===== src/rtl/in_port_fifo.sv =====
// Receive-side input port: device words enter a first-word-fall-through FIFO; the head word feeds the bus mux.
// Push is visible one edge after acceptance; one word is popped per InPortout strobe, at its falling edge. dev_ready drops when the FIFO is full.
module in_port_fifo #(
  parameter int DATA_WIDTH = 32,
  parameter int DEPTH      = 4,
  parameter int CW         = $clog2(DEPTH) + 1
) (
  input  logic                  Clock,
  input  logic                  Reset,
  input  logic [DATA_WIDTH-1:0] dev_data,
  input  logic                  dev_valid,
  output logic                  dev_ready,
  input  logic                  InPortout,
  output logic [DATA_WIDTH-1:0] BusMuxIn_InPort,
  output logic                  in_empty,
  output logic                  in_full,
  output logic [CW-1:0]         in_count,
  output logic                  underflow
);

  localparam int          AW       = $clog2(DEPTH);
  localparam logic [CW-1:0] FULL_CNT = CW'(DEPTH);

  logic [DATA_WIDTH-1:0] mem_q [DEPTH];
  logic [AW-1:0]         wp_q, wp_d;
  logic [AW-1:0]         rp_q, rp_d;
  logic [CW-1:0]         count_q, count_d;
  logic                  ip_q;
  logic                  underflow_q, underflow_d;
  logic                  push, pop;

  assign in_empty        = (count_q == '0);
  assign in_full         = (count_q == FULL_CNT);
  assign dev_ready       = !in_full;
  assign in_count        = count_q;
  assign underflow       = underflow_q;
  assign BusMuxIn_InPort = in_empty ? '0 : mem_q[rp_q];

  // A strobe is consumed only once, on the first edge after it drops.
  assign push = dev_valid && dev_ready;
  assign pop  = ip_q && !InPortout && !in_empty;

  always_comb begin
    wp_d        = wp_q;
    rp_d        = rp_q;
    count_d     = count_q;
    underflow_d = underflow_q || (InPortout && in_empty);
    if (push) wp_d = wp_q + AW'(1);
    if (pop)  rp_d = rp_q + AW'(1);
    if (push && !pop)      count_d = count_q + CW'(1);
    else if (pop && !push) count_d = count_q - CW'(1);
  end

  always_ff @(posedge Clock or negedge Reset) begin
    if (!Reset) begin
      wp_q        <= '0;
      rp_q        <= '0;
      count_q     <= '0;
      ip_q        <= 1'b0;
      underflow_q <= 1'b0;
    end else begin
      wp_q        <= wp_d;
      rp_q        <= rp_d;
      count_q     <= count_d;
      ip_q        <= InPortout;
      underflow_q <= underflow_d;
    end
  end

  // Storage needs no reset: the head is masked to zero while the count is zero.
  always_ff @(posedge Clock) begin
    if (push) mem_q[wp_q] <= dev_data;
  end

endmodule


===== config.mk =====
export PLATFORM = sky130hd
export DESIGN_NAME = in_port_fifo
export DESIGN_NICKNAME = d
export VERILOG_FILES = /design/src/rtl/in_port_fifo.sv
export SDC_FILE = /design/constraint.sdc
export NUM_CORES = 1
export LEC_CHECK = 0
export BUFFER_PORTS_ARGS = -buffer_cell sky130_fd_sc_hd__buf_2
export CAP_MARGIN = 20
export CORE_ASPECT_RATIO = 0.8
export CORE_UTILIZATION = 30
export DETAILED_ROUTE_END_ITERATION = 8
export GPL_ROUTABILITY_DRIVEN = 0
export PLACE_DENSITY_LB_ADDON = 0.3
export SLEW_MARGIN = 20
export SYNTH_ARGS = -nofsm -noshare
export SYNTH_HDL_FRONTEND = slang
export SYNTH_SLANG_ARGS = --single-unit

===== constraint.sdc =====
create_clock -name Clock -period 2.55 [get_ports Clock]
set_input_delay 0.255 -clock Clock [delete_from_list [all_inputs] [get_ports Clock]]
set_output_delay 0.255 -clock Clock [all_outputs]
set_load 0.05 [all_outputs]

After elaboration in Yosys (flattened, before gate mapping)
Memory sizes are Yosys's and may differ from the RTL's.
Index checks and enable logic that the tools add are counted.
- output and inout port bits: 39
- flip-flop bits (word level): 9
- memories kept: 1
- bits in latches: 0
- RAM bits: 128
- memory bits (read-only): 0
- input bits: 36
- word-level logic and storage cells: 30
- memory list (name ; words ; bits a word ; read ports ; clocked after Yosys merged registers in ; write ports ; RTL line ; text):
    mem_q ; 4 ; 32 ; 1 ; 0 ; 1 ; 24 ; logic [DATA_WIDTH-1:0] mem_q [DEPTH];
- reductions and logical operators: 14
- order comparisons: 0
- shift-type cells: 0
- muxes and demuxes: 5
- equal/unequal tests: 1
- bitwise logic cells: 0
- div/mod/pow operators: 0
- multiply operators: 0
- add/subtract/negate cells: 4
- operators by type and width (cell ; number):
    $mux 32 ; 1
    $logic_and 1x1->1 ; 6
    $mux 3 ; 2
    $logic_not 1->1 ; 5
    $add 2x1->2 const B ; 2
    $add 3x1->3 const B ; 1
    $eq 3x3->1 const B ; 1
    $logic_not 3->1 ; 1
    $sub 3x1->3 const B ; 1
    $mux 1 ; 2
    $reduce_bool 2->1 ; 1
    $logic_or 1x1->1 ; 1

Longest topological paths before layout
Gate-level depths: netlist of the first run.
- word-level depth: 7
- gate-level depth with buffers: 11

Worst setup path after synthesis of the first run
No wires, ideal clock.
- path type: register -> register
- start point: register count_q[1] (netlist: in_count[1])
- end point: memory mem_q[0][0] (enable)
- library setup time: 392 ps
- slack: -517 ps
- clock period less this slack: 3067 ps
- cell stages (with the launch flop): 7
- arrival time: 2675 ps
- required time: 2158 ps
- cell sequence: dfrtp_1 > nor2_1 > nand2_1 > inv_1 > nor2b_1 > buf_2 > and2_1
- cells in the longest elaborated chain, start to end: 5
- ends and longest elaborated chain (element ; RTL line ; text):
    start, declared ; 27 ; logic [CW-1:0] count_q, count_d;
    start signal, assigned ; 64 ; count_q <= count_d;
    $eq 3x3->1 ; 33 ; assign in_full = (count_q == FULL_CNT);
    $logic_not 1->1 ; 34 ; assign dev_ready = !in_full;
    via dev_ready ; 12 ; output logic dev_ready,
    $logic_and 1x1->1 ; 40 ; assign push = dev_valid && dev_ready;
    via push ; 30 ; logic push, pop;
    $mux 1 ; 72 ; if (push) mem_q[wp_q] <= dev_data;
    $mux 1 (not written as such) ; 72 ;
    end, declared ; 24 ;
The timed path passes the listed nets, and every way through them passes these cells.

Worst setup path after layout of the first run
- start point: register rp_q[0]
- end point: output BusMuxIn_InPort[29]
- cells in the longest elaborated chain, start to end: 2
- ends and longest elaborated chain (element ; RTL line ; text):
    start, declared ; 26 ; logic [AW-1:0] rp_q, rp_d;
    start signal, assigned ; 63 ; rp_q <= rp_d;
    $mem_v2 4x32 ; n/a ;
    $mux 32 ; 37 ; assign BusMuxIn_InPort = in_empty ? '0 : mem_q[rp_q];
    end, declared ; 14 ; output logic [DATA_WIDTH-1:0] BusMuxIn_InPort,
No other way between the ends.

==> results.md, run 1 <==
| Item | This run | Unit |
|:---|:---|:---|
| Register bit count reported by yosys | 137 | - |
| Number of global-route vias before repair | 2,769 | - |
| Die Footprint | 0.0183 | mm^2 |
| CTS clock-pin slew for the worst setup and hold paths | 0.06 | ns |
| Yosys warning total | 0 | - |
| CP max stage delay | 0.57 | ns |
| Num rows | 43 | - |
| Hold path startpoint | dev_data[26] | - |
| Die extent in x | 151 | um |
| # H-tree levels | 4 | - |
| Launching point of the worst reg2reg path | in_count[0]$_DFFE_PN0P_ | - |
| First-pass GRT wire length | 15.6 | mm |
| Post-synthesis xor/xnor area fraction | 0.987 | % |
| Hold EP | mem_q[0][26]$_DFFE_PP_ | - |
| Minimum setup slack among reg-to-reg paths | 0.47 | ns |
| Count of TritonRoute iterations in the first routing pass | 6 | - |
| Post-Synthesis Mean Instance Area | 21.9 | um^2 |
| Cell at the slowest stage of the critical path | sky130_fd_sc_hd__dfrtp_4 | - |
| Hold depth | 1 | - |
| Type of element capturing the critical path | output pin | - |
| Count of pins over their slew limit | 0 | - |
| Count of buffer and inverter cells on the critical path | 2 | - |
| Initial antenna violation count | 0 | - |
| Number of sinks handled by clock tree synthesis | 137 | - |
| Portion of netlist area occupied by mux cells | 14.0 | % |
| Endpoints failing setup | 0 | - |
| Remaining max-slew budget at the tightest pin | 67.8 | % |
| Number of cells produced by synthesis | 243 | - |
| Highest achievable clock rate | 422 | MHz |
| Top cell family by delay on the critical path | flip-flops | - |
| Setup Total Neg Slack | 0 | ns |
| Total Routed Length | 10.1 | mm |
| ANT nets after route | 0 | - |
| Classification of the worst setup path | register to output pin | - |
| Net Count, Synth | 285 | - |
| Crit-path max FO | 14 | - |
| Die outline height | 121 | um |
| Adder-cell share of the synthesized area | 1.55 | % |
| Met2 usage in global routing | 19.7 | % |
| Final period utilization | 93.0 | % |
| Met3 layer usage reported by global route | 4.25 | % |
| CTS tree | built | - |
| Max-cap check violation count | 0 | - |
| Synthesized-area fraction occupied by ao, oa, aoi and oai cells | 0.141 | % |
| Detailed-route vias per instance | 4.40 | - |
| Share of final-layout standard cells stronger than drive strength 1 | 44.7 | % |
| Number of design rule violations left after detail routing | 0 | - |
| CTS Buf Count | 17 | - |
| Routing layer with the top usage in global route | met2 | - |
| Pin count of the biggest net entering global routing | 36 | - |
| Slew of the pin with the lowest slew margin | 0.483 | ns |
| Number of different library cells in the post-synthesis netlist | 21 | - |
| Met1 capacity usage during global routing | 14.9 | % |
| Global route overflow | 0 | - |
| Aggregate global-route resource usage | 12.2 | % |
| Min cycle time layout | 2.37 | ns |
| Layout overhead on the synthesized area | 24.4 | % |
| Clk Tree Root Cell | sky130_fd_sc_hd__clkbuf_16 | - |
| Cell count of the worst reg-to-reg path | 7 | - |
| Sequence of cells on the critical path | buf_12, mux4_2, nor2b_1, buf_2 | - |
| Unrepaired setup endpoints after global routing | false | - |
| Count of pins on the block boundary | 75 | - |
| Area of the mapped netlist | 0.00533 | mm^2 |
| Buffers inserted by post-CTS timing repair | 0 | - |
| Count of vias placed by the detailed router | 2,533 | - |
| Outcome | finished, final reports clean | - |
| Hold Violations, Final | 0 | - |
| Final worst clock skew | 0.00663 | ns |
| Latest clock arrival within the worst-skew pair | 0.41 | ns |
| Post-synthesis simple-gate area fraction | 5.15 | % |
| Count of inserted antenna diode cells | 0 | - |
| Area of the core region | 0.0173 | mm^2 |
| Fraction of the yosys area taken by sequential cells | 76.4 | % |
| DP Wirelength | 6.27 | mm |
| Worst Path Arrival | 2.12 | ns |
| Capture instance of the worst register-to-register path | mem_q[0][7]$_DFFE_PP_ | - |
| Number of nets in the final layout | 380 | - |
| Effective utilization at floorplan | 30.7 | % |
| Worst path required time | 2.30 | ns |
| Number of buffers on the longest clock path | 2 | - |
| Critical path launch point type | register | - |
| Largest family of logic cells by synthesized area | multiplexers | - |
| First DRT Iteration DRCs | 132 | - |
| Input/output buffers | 74 | - |
| Avg WL per Cell | 17.5 | um |
| Hold Crit Class | input port to register | - |
==> registers in the layout, indices dropped and copies added, names as in the netlist <==
| register | flops |
|---|---|
| in_count | 3 |
| underflow | 1 |
| wp_q | 2 |
| ip_q | 1 |
| mem_q | 128 |
| rp_q | 2 |
==> cell type report <==
cell class	instances	area [um^2]
Inverter	4	18.8
Tap cell	225	282
Fill cell	1600	10700
Multi-Input combinational cell	90	1180
Clock inverter	3	16.3
Timing Repair Buffer	88	531
Clock buffer	29	520
Sequential cell	137	4080
==> synth_stat cells (all sizes together) <==
master	n	area (um^2)
edfxtp	128	3840
fa	1	20.0
nor3	1	10.0
a21o	1	7.51
inv	4	15.0
mux4	32	721
nor2	2	7.51
and4bb	1	12.5
or3b	1	8.76
buf	9	70.1
clkbuf	3	11.3
nor2b	33	206
xnor2	3	26.3
nand2	1	3.75
mux2	2	22.5
ha	5	62.6
and2	4	25.0
dfrtp	9	225
xor2	3	26.3
==> per-layer routing <==
metal | vias to the layer above | wire length [um]
li1 | 1154 | -
met1 | 1313 | 4470
met2 | 57 | 4980
met3 | 9 | 512
met4 | 0 | 114
met5 | - | 0
==> layout by cell type, fill, tap and decap left out, types with 2 or more instances in the layout <==
cell type	instances
sky130_fd_sc_hd__edfxtp_1	128
sky130_fd_sc_hd__clkinv_2	2
sky130_fd_sc_hd__buf_4	8
sky130_fd_sc_hd__xnor2_1	3
sky130_fd_sc_hd__nor2b_1	33
sky130_fd_sc_hd__dfrtp_1	5
sky130_fd_sc_hd__ha_1	5
sky130_fd_sc_hd__clkbuf_8	5
sky130_fd_sc_hd__mux4_2	32
sky130_fd_sc_hd__buf_2	74
sky130_fd_sc_hd__buf_12	4
sky130_fd_sc_hd__inv_1	3
sky130_fd_sc_hd__dfrtp_2	3
sky130_fd_sc_hd__and2_2	4
sky130_fd_sc_hd__xor2_1	3
sky130_fd_sc_hd__clkbuf_1	7
sky130_fd_sc_hd__dlygate4sd3_1	2
sky130_fd_sc_hd__clkbuf_16	17
sky130_fd_sc_hd__nor2_1	2
==> stage by stage <==
step           instances  hold WS (ns)  instance area [um^2]  util [%]  worst slack, ns
3_5_place_dp         542         0.132                  6060      35.0            0.389
2_1_floorplan        243       -0.0406                  5340         -           0.0130
4_1_cts              576        0.0364                  6620      38.2           0.0476
5_1_grt              576        0.0396                  6620      38.2           0.0614
3_3_place_gp         542         0.129                  6060      35.0            0.406
6_report             576        0.0598                  6620      38.2            0.178
==> worst max path at each step <==
stage,from,end,slack (ns),cells past startpoint
floorplan,in_count[2]$_DFFE_PN0P_,in_count[2]$_DFFE_PN0P_,0.01,10
global placement,in_count[0]$_DFFE_PN0P_,mem_q[0][31]$_DFFE_PP_,0.41,7
detailed placement,in_count[0]$_DFFE_PN0P_,mem_q[0][9]$_DFFE_PP_,0.39,7
CTS,rp_q[0]$_DFFE_PN0P_,BusMuxIn_InPort[29],0.05,4
global route,rp_q[0]$_DFFE_PN0P_,BusMuxIn_InPort[29],0.06,4
finish,rp_q[0]$_DFFE_PN0P_,BusMuxIn_InPort[29],0.18,4
==> repair_timing <==
action / 4_1_cts / 5_1_grt
hold buffers: 2 / 0
endpoints found under the setup margin: 0 / 2
hold endpoints to repair: 10 / 0
gates resized for setup: 0 / 1
==> cells by family (layout without fill, tap and decap cells) <==
kind of cell	after synthesis	in the layout
adder cells (fa/ha/maj)	6	6
flip-flops	137	137
XOR/XNOR	6	6
AO/OA/AOI/OAI	1	1
buffers and inverters	16	124
multiplexers	34	34
AND/OR/NAND/NOR	43	43
Power of run 1 is not shown: default switching activity piles up to over one toggle a cycle in this logic, so the estimate is an artifact.
==> run 2: changes to the inputs <==
--- a/config.mk
+++ b/config.mk
@@ -11,6 +11,7 @@
 export CORE_UTILIZATION = 30
 export DETAILED_ROUTE_END_ITERATION = 8
 export GPL_ROUTABILITY_DRIVEN = 0
+export MAX_ROUTING_LAYER = met4
 export PLACE_DENSITY_LB_ADDON = 0.3
 export SLEW_MARGIN = 20
 export SYNTH_ARGS = -nofsm -noshare
==> run 2 against run 1 <==
Wire length grew 0.17%. Final cell count unchanged. Largest cell class unchanged. Global-route usage increased by 0.36 points. Worst setup slack about the same.
==> results.md, run 2 (synthesized netlist as in run 1, its figures left out) <==
| Item | This run | Unit |
|:---|:---|:---|
| Effective utilization at floorplan | 30.7 | % |
| Endpoints failing setup | 0 | - |
| First DRT Iteration DRCs | 117 | - |
| Hold Crit Class | input port to register | - |
| Number of global-route vias before repair | 2,767 | - |
| Worst path required time | 2.30 | ns |
| Global route overflow | 0 | - |
| Number of buffers on the longest clock path | 2 | - |
| Die extent in x | 151 | um |
| Unrepaired setup endpoints after global routing | false | - |
| Flip-flop count of the largest register, all copies and words added | 128 | - |
| Detailed-route vias per instance | 4.40 | - |
| Final period utilization | 93.0 | % |
| Clk Tree Root Cell | sky130_fd_sc_hd__clkbuf_16 | - |
| CTS clock-pin slew for the worst setup and hold paths | 0.06 | ns |
| Total Routed Length | 10.1 | mm |
| Initial antenna violation count | 0 | - |
| Highest achievable clock rate | 422 | MHz |
| Fillers | 1,600 | - |
| Count of pins on the block boundary | 75 | - |
| Minimum setup slack among reg-to-reg paths | 0.47 | ns |
| Count of TritonRoute iterations in the first routing pass | 6 | - |
| Most common cell after layout, fill and taps aside | sky130_fd_sc_hd__edfxtp_1 | - |
| Aggregate global-route resource usage | 12.6 | % |
| Count of vias placed by the detailed router | 2,536 | - |
| Input/output buffers | 74 | - |
| Count of inserted antenna diode cells | 0 | - |
| Cell count of the worst reg-to-reg path | 7 | - |
| Avg WL per Cell | 17.5 | um |
| Share of final-layout standard cells stronger than drive strength 1 | 44.7 | % |
| Hold depth | 1 | - |
| Max-cap check violation count | 0 | - |
| Num rows | 43 | - |
| Type of element capturing the critical path | output pin | - |
| Remaining max-slew budget at the tightest pin | 67.8 | % |
| # H-tree levels | 4 | - |
| ANT nets after route | 0 | - |
| Latest clock arrival within the worst-skew pair | 0.41 | ns |
| Min cycle time layout | 2.37 | ns |
| Pin count of the biggest net entering global routing | 36 | - |
| Outcome | finished, final reports clean | - |
| First-pass GRT wire length | 15.6 | mm |
| Hold Violations, Final | 0 | - |
| Final worst clock skew | 0.00663 | ns |
| Number of nets in the final layout | 380 | - |
| Area of the core region | 0.0173 | mm^2 |
| Register ranked first by flip-flop count | mem_q | - |
| Cell at the slowest stage of the critical path | sky130_fd_sc_hd__dfrtp_4 | - |
| Hold EP | mem_q[0][26]$_DFFE_PP_ | - |
| Critical path launch point type | register | - |
| Die outline height | 121 | um |
| Hold path startpoint | dev_data[26] | - |
| Placement Setup Slack | 0.389 | ns |
| Classification of the worst setup path | register to output pin | - |
| CTS tree | built | - |
| Die Footprint | 0.0183 | mm^2 |
| Buffers inserted by post-CTS timing repair | 0 | - |
| CP max stage delay | 0.57 | ns |
| Slew of the pin with the lowest slew margin | 0.482 | ns |
| Number of design rule violations left after detail routing | 0 | - |
| Number of sinks handled by clock tree synthesis | 137 | - |
| Setup Total Neg Slack | 0 | ns |
| Capture instance of the worst register-to-register path | mem_q[0][7]$_DFFE_PP_ | - |
| Sequence of cells on the critical path | buf_12, mux4_2, nor2b_1, buf_2 | - |
| Count of pins over their slew limit | 0 | - |
| Setup slack of the critical path after layout | 0.178 | ns |
| DP Wirelength | 6.27 | mm |
| Crit-path max FO | 14 | - |
| Launching point of the worst reg2reg path | in_count[0]$_DFFE_PN0P_ | - |
| Worst Path Arrival | 2.12 | ns |
| Commonest non-fill, non-tap cells in the layout | 128 x sky130_fd_sc_hd__edfxtp_1, 74 x sky130_fd_sc_hd__buf_2, 33 x sky130_fd_sc_hd__nor2b_1 | - |
| CTS Buf Count | 17 | - |
| Layout overhead on the synthesized area | 24.4 | % |
-- run 2: cell counts in the layout (fill, tap and decap cells not counted) --
Identical to the previous run, type by type.
-- run 2: worst max-delay path, delay by kind of cell (launching register included) --
family                 cells  cell delay [ns]
flip-flops                 1             0.57
AND/OR/NAND/NOR            1             0.17
buffers and inverters      2             0.46
multiplexers               1             0.50
-- run 2: repair_timing --
action | 4_1_cts | 5_1_grt
hold endpoints to repair | 10 | 0
endpoints found under the setup margin | 0 | 1
gates resized for setup | 0 | 1
hold buffers | 2 | 0
-- run 2: final cells by class --
type,instances,area [um^2],share of cell area (%)
sequential,137,4080,61.6
multi-input combinational,90,1180,17.8
timing repair buffer,88,531,8.01
clock buffer,29,520,7.86
tap,225,282,4.25
inverter,4,18.8,0.283
clock inverter,3,16.3,0.246
-- run 2: stage by stage --
step	hold WS, ns	utilization, %	area [um^2]	instances
6_report	0.0601	38.2	6620	576
5_1_grt	0.0396	38.2	6620	576
3_3_place_gp	0.129	35.0	6060	542
2_1_floorplan	-0.0406	-	5340	243
4_1_cts	0.0364	38.2	6620	576
3_5_place_dp	0.132	35.0	6060	542
-- run 2: worst max-delay path by stage --
stage / startpoint / to / slack, ns / depth (start not counted)
floorplan: in_count[2]$_DFFE_PN0P_ / in_count[2]$_DFFE_PN0P_ / 0.01 / 10
global placement: in_count[0]$_DFFE_PN0P_ / mem_q[0][31]$_DFFE_PP_ / 0.41 / 7
detailed placement: in_count[0]$_DFFE_PN0P_ / mem_q[0][9]$_DFFE_PP_ / 0.39 / 7
CTS: rp_q[0]$_DFFE_PN0P_ / BusMuxIn_InPort[29] / 0.05 / 4
global route: rp_q[0]$_DFFE_PN0P_ / BusMuxIn_InPort[29] / 0.06 / 4
finish: rp_q[0]$_DFFE_PN0P_ / BusMuxIn_InPort[29] / 0.18 / 4
-- run 2: layer usage --
layer	vias up	wire length (um)	global-route usage (%)
met2	57	4990	19.7
met3	9	512	4.25
met5	-	0	-
met4	0	116	4.69
li1	1154	-	-
met1	1316	4480	15.0
Power of run 2 is left out for the same reason.
